--- src/rtl/simplez_mem_arbiter_pkg.sv ---
// Shared Simplez constants: default bus widths, requester port ids, arbiter FSM states.
// Latency: n/a (declarations only).
// Backpressure: n/a.
package simplez_pkg;

    localparam int SIMPLEZ_ADDRW = 9;
    localparam int SIMPLEZ_DATAW = 12;

    localparam logic PORT_CPU = 1'b0;
    localparam logic PORT_LD  = 1'b1;

    typedef enum logic [1:0] {
        ARB_IDLE = 2'd0,
        ARB_ACC  = 2'd1,
        ARB_RSP  = 2'd2
    } arb_state_t;

    // The requester that is not p; used to rotate priority on ties.
    function automatic logic other_port(input logic p);
        return ~p;
    endfunction

endpackage

--- src/rtl/simplez_mem_arbiter_if.sv ---
// Bundle of both requester ports, the memory port and the status outputs of the arbiter.
// Latency: n/a (wiring only).
// Backpressure: req is held by a requester until its one-cycle ack pulse.
interface simplez_mem_arbiter_if
    import simplez_pkg::*;
#(
    parameter int ADDRW = SIMPLEZ_ADDRW,
    parameter int DATAW = SIMPLEZ_DATAW
) ();

    logic             cpu_req;
    logic             cpu_we;
    logic [ADDRW-1:0] cpu_addr;
    logic [DATAW-1:0] cpu_wdata;
    logic             cpu_ack;
    logic [DATAW-1:0] cpu_rdata;

    logic             ld_req;
    logic             ld_we;
    logic [ADDRW-1:0] ld_addr;
    logic [DATAW-1:0] ld_wdata;
    logic             ld_ack;
    logic [DATAW-1:0] ld_rdata;
    logic             ld_lock;

    logic [ADDRW-1:0] mem_addr;
    logic             mem_wr;
    logic [DATAW-1:0] mem_wdata;
    logic [DATAW-1:0] mem_rdata;

    logic             owner;

    // Arbiter side.
    modport slave (
        input  cpu_req, cpu_we, cpu_addr, cpu_wdata,
        output cpu_ack, cpu_rdata,
        input  ld_req, ld_we, ld_addr, ld_wdata, ld_lock,
        output ld_ack, ld_rdata,
        output mem_addr, mem_wr, mem_wdata,
        input  mem_rdata,
        output owner
    );

    // Requester / memory side.
    modport master (
        output cpu_req, cpu_we, cpu_addr, cpu_wdata,
        input  cpu_ack, cpu_rdata,
        output ld_req, ld_we, ld_addr, ld_wdata, ld_lock,
        input  ld_ack, ld_rdata,
        input  mem_addr, mem_wr, mem_wdata,
        output mem_rdata,
        input  owner
    );

endinterface

--- src/rtl/simplez_mem_arbiter_rr_arb2.sv ---
// Two-way grant decision between CPU (port 0) and loader (port 1).
// Latency: purely combinational.
// Backpressure: none; the caller only consults the grant while idle.
module rr_arb2
    import simplez_pkg::*;
#(
    parameter int FIXED_PRIO = 0
) (
    input  logic [1:0] req,
    input  logic       owner,
    input  logic       lock,
    output logic       gnt_vld,
    output logic       gnt_port
);

    // Single requester wins outright; ties go lock-holder, then fixed loader, then non-owner.
    always_comb begin
        gnt_vld  = |req;
        gnt_port = PORT_CPU;
        if (req == 2'b10) begin
            gnt_port = PORT_LD;
        end else if (req == 2'b11) begin
            if (lock && (owner == PORT_LD)) begin
                gnt_port = PORT_LD;
            end else if (FIXED_PRIO != 0) begin
                gnt_port = PORT_LD;
            end else begin
                gnt_port = other_port(owner);
            end
        end
    end

endmodule

--- src/rtl/simplez_mem_arbiter.sv ---
// Shares the single-port Simplez main memory between the CPU and the loader, one access at a time.
// Latency: request seen idle in cycle N -> memory access in N+1 -> ack pulse in N+2 -> idle in N+3.
// Backpressure: a requester holds req until its ack; the losing port simply waits in req.
module simplez_mem_arbiter
    import simplez_pkg::*;
#(
    parameter int ADDRW      = SIMPLEZ_ADDRW,
    parameter int DATAW      = SIMPLEZ_DATAW,
    parameter int FIXED_PRIO = 0
) (
    input  logic                  clk,
    input  logic                  rst,
    simplez_mem_arbiter_if.slave  bus
);

    arb_state_t       state_q;
    arb_state_t       state_d;
    logic             owner_q;
    logic             we_q;
    logic [ADDRW-1:0] addr_q;
    logic [DATAW-1:0] wdata_q;
    logic             gnt_vld;
    logic             gnt_port;

    rr_arb2 #(
        .FIXED_PRIO (FIXED_PRIO)
    ) u_arb (
        .req      ({bus.ld_req, bus.cpu_req}),
        .owner    (owner_q),
        .lock     (bus.ld_lock),
        .gnt_vld  (gnt_vld),
        .gnt_port (gnt_port)
    );

    // FSM state register; the whole memory subsystem runs on the falling edge like the CPU core.
    always_ff @(negedge clk or posedge rst) begin
        if (rst) begin
            state_q <= ARB_IDLE;
        end else begin
            state_q <= state_d;
        end
    end

    // Capture the winner and its request fields at grant so later req changes cannot disturb the access.
    always_ff @(negedge clk or posedge rst) begin
        if (rst) begin
            owner_q <= PORT_LD;
            we_q    <= 1'b0;
            addr_q  <= '0;
            wdata_q <= '0;
        end else if ((state_q == ARB_IDLE) && gnt_vld) begin
            owner_q <= gnt_port;
            if (gnt_port == PORT_LD) begin
                we_q    <= bus.ld_we;
                addr_q  <= bus.ld_addr;
                wdata_q <= bus.ld_wdata;
            end else begin
                we_q    <= bus.cpu_we;
                addr_q  <= bus.cpu_addr;
                wdata_q <= bus.cpu_wdata;
            end
        end
    end

    // Next state plus memory and ack outputs; memory bus parks at all-ones address when not accessing.
    always_comb begin
        state_d       = state_q;
        bus.mem_addr  = '1;
        bus.mem_wr    = 1'b0;
        bus.mem_wdata = '0;
        bus.cpu_ack   = 1'b0;
        bus.cpu_rdata = '0;
        bus.ld_ack    = 1'b0;
        bus.ld_rdata  = '0;
        case (state_q)
            ARB_IDLE: begin
                if (gnt_vld) begin
                    state_d = ARB_ACC;
                end
            end
            ARB_ACC: begin
                state_d       = ARB_RSP;
                bus.mem_addr  = addr_q;
                bus.mem_wdata = wdata_q;
                // rst gates the strobe directly so an abandoned write never reaches memory.
                bus.mem_wr    = we_q & ~rst;
            end
            ARB_RSP: begin
                state_d = ARB_IDLE;
                if (owner_q == PORT_LD) begin
                    bus.ld_ack   = 1'b1;
                    bus.ld_rdata = bus.mem_rdata;
                end else begin
                    bus.cpu_ack   = 1'b1;
                    bus.cpu_rdata = bus.mem_rdata;
                end
            end
            default: begin
                state_d = ARB_IDLE;
            end
        endcase
    end

    assign bus.owner = owner_q;

endmodule

--- src/flat_wrapper.sv ---
// flat-port wrapper written by rule: the top's interface ports become plain ports
module simplez_mem_arbiter_flat import simplez_pkg::*;
#(
    parameter int ADDRW      = SIMPLEZ_ADDRW,
    parameter int DATAW      = SIMPLEZ_DATAW,
    parameter int FIXED_PRIO = 0
)
  (clk, rst, bus_cpu_req, bus_cpu_we, bus_cpu_addr, bus_cpu_wdata, bus_cpu_ack, bus_cpu_rdata, bus_ld_req, bus_ld_we, bus_ld_addr, bus_ld_wdata, bus_ld_lock, bus_ld_ack, bus_ld_rdata, bus_mem_addr, bus_mem_wr, bus_mem_wdata, bus_mem_rdata, bus_owner);
  simplez_mem_arbiter_if #(.ADDRW(ADDRW), .DATAW(DATAW)) bus_i ();
  input  logic clk;
  input  logic rst;
  input wire logic [$bits(bus_i.cpu_req)-1:0] bus_cpu_req;
  input wire logic [$bits(bus_i.cpu_we)-1:0] bus_cpu_we;
  input wire logic [$bits(bus_i.cpu_addr)-1:0] bus_cpu_addr;
  input wire logic [$bits(bus_i.cpu_wdata)-1:0] bus_cpu_wdata;
  output wire logic [$bits(bus_i.cpu_ack)-1:0] bus_cpu_ack;
  output wire logic [$bits(bus_i.cpu_rdata)-1:0] bus_cpu_rdata;
  input wire logic [$bits(bus_i.ld_req)-1:0] bus_ld_req;
  input wire logic [$bits(bus_i.ld_we)-1:0] bus_ld_we;
  input wire logic [$bits(bus_i.ld_addr)-1:0] bus_ld_addr;
  input wire logic [$bits(bus_i.ld_wdata)-1:0] bus_ld_wdata;
  input wire logic [$bits(bus_i.ld_lock)-1:0] bus_ld_lock;
  output wire logic [$bits(bus_i.ld_ack)-1:0] bus_ld_ack;
  output wire logic [$bits(bus_i.ld_rdata)-1:0] bus_ld_rdata;
  output wire logic [$bits(bus_i.mem_addr)-1:0] bus_mem_addr;
  output wire logic [$bits(bus_i.mem_wr)-1:0] bus_mem_wr;
  output wire logic [$bits(bus_i.mem_wdata)-1:0] bus_mem_wdata;
  input wire logic [$bits(bus_i.mem_rdata)-1:0] bus_mem_rdata;
  output wire logic [$bits(bus_i.owner)-1:0] bus_owner;
  assign bus_i.cpu_req = bus_cpu_req;
  assign bus_i.cpu_we = bus_cpu_we;
  assign bus_i.cpu_addr = bus_cpu_addr;
  assign bus_i.cpu_wdata = bus_cpu_wdata;
  assign bus_cpu_ack = bus_i.cpu_ack;
  assign bus_cpu_rdata = bus_i.cpu_rdata;
  assign bus_i.ld_req = bus_ld_req;
  assign bus_i.ld_we = bus_ld_we;
  assign bus_i.ld_addr = bus_ld_addr;
  assign bus_i.ld_wdata = bus_ld_wdata;
  assign bus_i.ld_lock = bus_ld_lock;
  assign bus_ld_ack = bus_i.ld_ack;
  assign bus_ld_rdata = bus_i.ld_rdata;
  assign bus_mem_addr = bus_i.mem_addr;
  assign bus_mem_wr = bus_i.mem_wr;
  assign bus_mem_wdata = bus_i.mem_wdata;
  assign bus_i.mem_rdata = bus_mem_rdata;
  assign bus_owner = bus_i.owner;
  simplez_mem_arbiter #(.ADDRW(ADDRW), .DATAW(DATAW), .FIXED_PRIO(FIXED_PRIO)) u_core (.clk(clk), .rst(rst), .bus(bus_i));
endmodule
--- config.mk ---
export PLATFORM = sky130hd
export DESIGN_NAME = simplez_mem_arbiter_flat
export DESIGN_NICKNAME = d
export VERILOG_FILES = /design/src/rtl/simplez_mem_arbiter_pkg.sv /design/src/rtl/simplez_mem_arbiter_if.sv /design/src/rtl/simplez_mem_arbiter_rr_arb2.sv /design/src/rtl/simplez_mem_arbiter.sv /design/src/flat_wrapper.sv
export SDC_FILE = /design/constraint.sdc
export NUM_CORES = 1
export LEC_CHECK = 0
export BUFFER_PORTS_ARGS = -buffer_cell sky130_fd_sc_hd__buf_2
export CORE_MARGIN = 1.5
export CORE_UTILIZATION = 30
export DETAILED_ROUTE_END_ITERATION = 10
export GPL_TIMING_DRIVEN = 0
export PLACE_DENSITY = 0.73
export SKIP_LAST_GASP = 1
export SYNTH_ARGS = -nofsm -noshare
export SYNTH_HDL_FRONTEND = slang
export SYNTH_HIERARCHICAL = 1
export SYNTH_SLANG_ARGS = --single-unit
--- constraint.sdc ---
create_clock -name clk -period 1.6 [get_ports clk]
set_input_delay 0.24 -clock clk [delete_from_list [all_inputs] [get_ports clk]]
set_output_delay 0.24 -clock clk [all_outputs]
set_load 0.05 [all_outputs]
# Word level (Yosys, flattened, before mapping)
# Index checks and enable logic that the tools add are counted.
[totals]
register_bits = 25
latchBits = 0
ram_bits = 0
rom_bits = 0
out_inout_bits = 49
wordCells = 36
n_memories = 0
[classes]
addsub = 0
mul = 0
div_mod_pow = 0
n_lt_le_gt_ge = 0
n_eq_ne = 5
shifts = 0
mux = 19
n_bitwise = 3
reduce_logical = 4
[ops]
columns = ["op", "count"]
rows = [
  ["two-way mux 12 bit", 6],
  ["two-way mux 9 bit", 2],
  ["two-way mux 1 bit", 9],
  ["equality test 2 bit (second input constant)", 3],
  ["one-hot mux 2 bit (2 select lines)", 1],
  ["equality test 2 x 1 -> 1 bit (second input constant)", 1],
  ["logical AND 1 bit", 2],
  ["zero test 2 bit", 1],
  ["two-way mux 2 bit", 1],
  ["!= test 2 x 1 -> 1 bit (second input constant)", 1],
  ["inverter 1 bit", 2],
  ["OR reduction 2 bit", 1],
  ["bitwise AND 1 bit", 1],
]

# Logic depth before layout (Yosys ltp)
# Gate-level depths: netlist (run 1).
[depth]
depth_word = 5
ltp_mapped = 5
mapped_depth_nobuf = 4

# Cells and area by module
# The synthesis (run 1) kept the hierarchy.
[by_module_without_submodules]
columns = ["mod", "n_inst", "cells_each", "area_each_um2", "seq_area_each_um2"]
rows = [
  ["simplez_mem_arbiter", 1, 130, 1530.2, 626.9],
  ["rr_arb2", 1, 3, 17.5, 0.0],
]

==> results.json, run 1 <==
{
  "status": "finished with violations",
  "violations": "negative setup slack",
  "end_kind": "output port",
  "cts.clk_slew.worst_paths_ns": 0.06,
  "grt_pass1_wl_um": 7880,
  "clkPwrFrac": 0.063,
  "slew_viol_final": 0,
  "gp_congestion": 0.703,
  "hpwlAfterDp_um": 3130,
  "syn_to_final_growth_pct": 117,
  "seq_power_share": 0.191,
  "synth_top_area_cell": "dfrtn_1",
  "setup_violations": 72,
  "syn-mean-instance-area_um2": 11.6,
  "critPathMaxFanout": 5,
  "vias": 1530,
  "p_int_mw": 3.69,
  "firstDrtPassIters": 4,
  "post_drt_wl_per_cell_um": 15.1,
  "clockBufferDepth": 2,
  "worstSetupPathType": "register to output port",
  "routed_wl_um": 5100,
  "yosysWarningCount": 6,
  "ys_seq_area_frac": 0.405,
  "mostFrequentLayoutCell": "buf_2",
  "coreArea_um2": 4850,
  "fill_cells": 327,
  "cts_htree_levels": 1,
  "hold_class": "register to register",
  "ioPinCount": 110,
  "p_sw_mw": 2.62,
  "cp.required_ns": 1.36,
  "dieArea_um2": 5600,
  "synthDistinctLibCells": 19,
  "die_w_um": 74.8,
  "synth_seq_cells": 25,
  "final_cell_mix": "58 x buf_2, 43 x buf_8, 34 x mux2_4",
  "syn_nets": 194,
  "cts_root_buf": "clkbuf_8",
  "power_leakage_nw": 1.69,
  "fin_area_um2": 3360,
  "synth_top_area_share": 0.388,
  "post-route-util": 0.693,
  "diodes": 0,
  "max-cap-violations": 0,
  "drtAntennaViolNets": 0,
  "power.total_mw": 6.31,
  "powerDensity_nw_per_um2": 1880,
  "cp-start-kind": "register",
  "grt_pass1_vias": 1635,
  "rsz0062_at_grt": "true",
  "antenna_found_initial": 0,
  "grt.total_usage": 0.187,
  "crit_arrival_ns": 2.44,
  "overflow": 0,
  "routed_via_density": 4.54,
  "portBuffers": 109,
  "setup_ws_ns": -1.08,
  "pre_cts_ws_ns": -0.928,
  "drc": 0,
  "start_util": 0.319,
  "postPlaceCellArea_um2": 2460,
  "hold_violations": 0,
  "tightestPinTransition_ns": 0.570,
  "clock_latency_ns": 0.33,
  "hold_ws_ns": 0.455,
  "max-vdd-ir-drop_mv": 1.17,
  "grt_max_degree": 27,
  "combPwrFrac": 0.746,
  "placementRows": 25,
  "cts_tree": "built",
  "cts_made_buffers": 3,
  "synthCells": 133,
  "nets": 332,
  "clkSinkCount": 25,
  "chipHeight_um": 74.8,
  "fin_skew_ns": 0.0546,
  "synthTopCellsByArea": "dfrtn_1 39%, mux2_2 33%, and2_1 15%",
  "ctsHoldBuffers": 0,
  "drt_iter0_drc": 17,
  "slew_headroom": 0.619,
  "synth_area_um2": 1550,
  "swShare": 0.415,
  "drive_above_1_share": 0.904
}
-- cell usage after synthesis --
master / number
or2_1: 1
o21a_1: 1
nor3b_4: 1
buf_4: 2
buf_2: 2
buf_6: 2
and2_1: 36
nand2b_1: 6
dfrtn_1: 24
and2b_1: 1
or2b_1: 3
inv_1: 2
and3b_1: 1
clkbuf_1: 2
nor3b_1: 1
mux2_2: 45
dfstp_2: 1
and3_1: 1
nand2_1: 1
-- stage by stage --
| step | TNS [ns] | cells |
|---|---|---|
| after floorplan | -43.14 | 133 |
| after global placement | -59.41 | 309 |
| after detailed placement | -61.17 | 309 |
| after CTS | -55.19 | 334 |
| after global routing | -58.83 | 337 |
| final | -55.28 | 337 |
-- logic make-up after synthesis --
kind of cell,after synthesis,synth area share
AND/OR/NAND/NOR,52,0.222
AO/OA/AOI/OAI,1,0.00485
flip-flops,25,0.405
buffers and inverters,10,0.0404
multiplexers,45,0.327
-- path summary, 6_finish.rpt --
path                                    startpoint                  to  slack, ns  depth (start not counted)
worst max-delay path              u_core/bus.owner    bus_ld_rdata[10]      -1.08                          4
worst min-delay path            u_core/wdata_q[10]  u_core/wdata_q[10]       0.46                          1
worst max register to register    u_core/bus.owner    u_core/addr_q[4]      -0.44                          7
worst min register to register  u_core/wdata_q[10]  u_core/wdata_q[10]       0.46                          1
max in group asynchronous                      rst    u_core/bus.owner       0.47                          2
min in group asynchronous                      rst  u_core/wdata_q[11]       0.70                          2
-- sequential cells by signal, indices dropped and copies added, names as in the netlist --
register,flops
u_core/bus.owner,1
u_core/state_q,2
u_core/addr_q,9
u_core/wdata_q,12
u_core/we_q,1
-- worst max-delay path: stages (launching register included) --
cell,delay [ns]
dfstp_4,0.63
and3b_2,0.24
clkbuf_8,0.16
and2_4,0.14
buf_8,0.14
-- metal layers --
metal | up-vias | routed length [um] | global-route usage
met5 | - | 0 | 0
met3 | 4 | 362 | 0.0281
met1 | 734 | 1920 | 0.211
li1 | 718 | - | -
met2 | 74 | 2780 | 0.366
met4 | 0 | 42 | 0.0465
-- layout make-up --
cell class	count	area (um2)	area share
timing repair buffer	133	1310	0.390
multi-input combinational	98	1160	0.345
buffer	8	119	0.0354
sequential	25	631	0.188
clock inverter	2	10.0	0.00298
inverter	1	7.51	0.00223
clock buffer	3	41.3	0.0123
tap	67	83.8	0.0249
-- timing repair --
action                     4_1_cts  5_1_grt
gates resized for setup        159       20
setup buffers                   15        3
gates cloned                     6        0
setup endpoints to repair       72       96
pin swaps                       17        3
-- power groups by stage --
stage / combinational [mW] / clock, mW / sequential (mW)
global route: 4.90 / 0.442 / 1.25
detailed placement: 3.26 / 0.00778 / 1.22
finish: 4.70 / 0.399 / 1.20
floorplan: 2.68 / 0.00778 / 1.22
CTS: 4.53 / 0.412 / 1.19
global placement: 3.21 / 0.00778 / 1.21
Note: power is estimated with default switching activity, not from simulation.
==> run 2: changes to the inputs <==
- PLACE_DENSITY: 0.73 -> 0.71
- clock period: 1.6 -> 3 ns (I/O delays scaled with it)
==> results.json, run 2 (synthesized netlist as in run 1, its figures left out) <==
{
  "post_drt_wl_per_cell_um": 15.0,
  "cts_made_buffers": 3,
  "critPathMaxFanout": 5,
  "mostFrequentLayoutCell": "buf_2",
  "cp-start-kind": "register",
  "clock_latency_ns": 0.32,
  "grt_pass1_vias": 1492,
  "critPathSlowestCell": "dfstp_2",
  "drtAntennaViolNets": 0,
  "dieArea_um2": 5600,
  "overflow": 0,
  "cts.clk_slew.worst_paths_ns": 0.06,
  "slew_headroom": 0.338,
  "max-cap-violations": 0,
  "end_kind": "output port",
  "tightestPinTransition_ns": 0.992,
  "cts_htree_levels": 1,
  "die_w_um": 74.8,
  "ioPinCount": 110,
  "hpwlAfterDp_um": 2990,
  "final.setup.tns_ns": -22.05,
  "slowest_delay_ns": 0.57,
  "start_util": 0.319,
  "clkSinkCount": 25,
  "nets": 327,
  "cts_tree": "built",
  "clockBufferDepth": 2,
  "gp_congestion": 0.699,
  "chipHeight_um": 74.8,
  "r2r_cells": 6,
  "drc": 0,
  "firstDrtPassIters": 4,
  "violations": "negative setup slack",
  "power_leakage_nw": 1.58,
  "hold_class": "register to register",
  "drt_iter0_drc": 14,
  "top_register": "u_core/wdata_q",
  "grt.total_usage": 0.165,
  "whs_path_depth": 1,
  "top_regs": "u_core/wdata_q x12, u_core/addr_q x9, u_core/state_q x2",
  "placementRows": 25,
  "diodes": 0,
  "crit_arrival_ns": 3.10,
  "routed_wl_um": 4970,
  "cts_root_buf": "clkbuf_8",
  "setup_violations": 49,
  "vias": 1484,
  "routed_via_density": 4.47,
  "portBuffers": 109,
  "worstSetupPathType": "register to output port",
  "grt_pass1_wl_um": 6960,
  "status": "finished with violations",
  "final_cell_mix": "60 x buf_2, 45 x buf_8, 33 x and2_4",
  "powerDensity_nw_per_um2": 1020,
  "fin_skew_ns": 0.0517,
  "syn_to_final_growth_pct": 106,
  "coreArea_um2": 4850,
  "max-vdd-ir-drop_mv": 0.562,
  "path_cells": "and3b_2, buf_8, and2_4, buf_8",
  "hold_violations": 0,
  "cp.required_ns": 2.55,
  "antenna_found_initial": 0,
  "rsz0062_at_grt": "true",
  "crit_path_frequent_cell": "buf_8",
  "slew_viol_final": 0,
  "largest_register_ffs": 12,
  "power.total_mw": 3.26,
  "drive_above_1_share": 0.894,
  "grt_max_degree": 27,
  "setup_ws_ns": -0.548
}
## run 2: cell count changes in the layout (fill, tap and decap cells not counted), moves of 2 or more
| cell | previous run | this run |
|---|---|---|
| mux2_2 | 11 | 25 |
| buf_8 | 43 | 45 |
| buf_4 | 9 | 7 |
| clkbuf_8 | 5 | 3 |
| buf_12 | 3 | 1 |
| buf_16 | 2 | 0 |
| mux2_4 | 34 | 20 |
| buf_2 | 58 | 60 |
## run 2: final timing paths
kind / startpoint / endpoint / slack, ns
worst max register to register: u_core/bus.owner / u_core/wdata_q[5] / 1.06
worst min register to register: u_core/addr_q[5] / u_core/addr_q[5] / 0.45
worst min-delay path: u_core/addr_q[5] / u_core/addr_q[5] / 0.45
max in group asynchronous: rst / u_core/wdata_q[7] / 0.60
min in group asynchronous: rst / u_core/wdata_q[11] / 1.78
worst max-delay path: u_core/bus.owner / bus_ld_rdata[10] / -0.55
## run 2: metal layers
metal  GRT usage  part of all wire  up-vias  routed length (um)
met4      0.0566             0.011        0                  55
li1            -                 -      710                   -
met3      0.0254             0.073        4                 364
met5           0                 0        -                   0
met1       0.182              0.37      694                1850
met2       0.320              0.54       76                2690
## run 2: stage by stage
| stage | std cells | area [um2] | util | worst slack, ns | hold WS [ns] |
|---|---|---|---|---|---|
| 4_1_cts | 325 | 3050 | 0.629 | -0.525 | 0.452 |
| 2_1_floorplan | 133 | 1790 | - | -0.353 | 0.432 |
| 5_1_grt | 332 | 3190 | 0.658 | -0.625 | 0.480 |
| 6_report | 332 | 3190 | 0.658 | -0.548 | 0.454 |
| 3_5_place_dp | 309 | 2420 | 0.500 | -0.540 | 0.452 |
| 3_3_place_gp | 309 | 2420 | 0.500 | -0.525 | 0.447 |
## run 2: cell type report
class,count,area (um2)
clock inverters,2,8.76
multi-input cells,98,1100
inverters,1,3.75
flip-flops and latches,25,627
well taps,67,83.8
clock buffers,3,41.3
repair buffers,129,1220
fillers,337,1660
plain buffers,7,96.3
## run 2: repair_timing
item	CTS	global route
endpoints found under the setup margin	49	67
gates cloned	4	0
resized for setup	146	24
hold buffers	0	0
buffers inserted	9	10
pin swaps	17	5
## run 2: worst max-delay path, delay by kind of cell, from the launching register on
| family | cells | cell delay, ns |
|---|---|---|
| buffers and inverters | 2 | 0.27 |
| AND/OR/NAND/NOR | 2 | 0.42 |
| flip-flops | 1 | 0.57 |
## run 2: report_power, final
part / switching [mW] / leakage [nW] / total (mW) / internal, mW
clock: 0.112 / 0.0270 / 0.206 / 0.0939
combinational: 1.15 / 1.26 / 2.41 / 1.26
sequential: 0.110 / 0.292 / 0.639 / 0.530
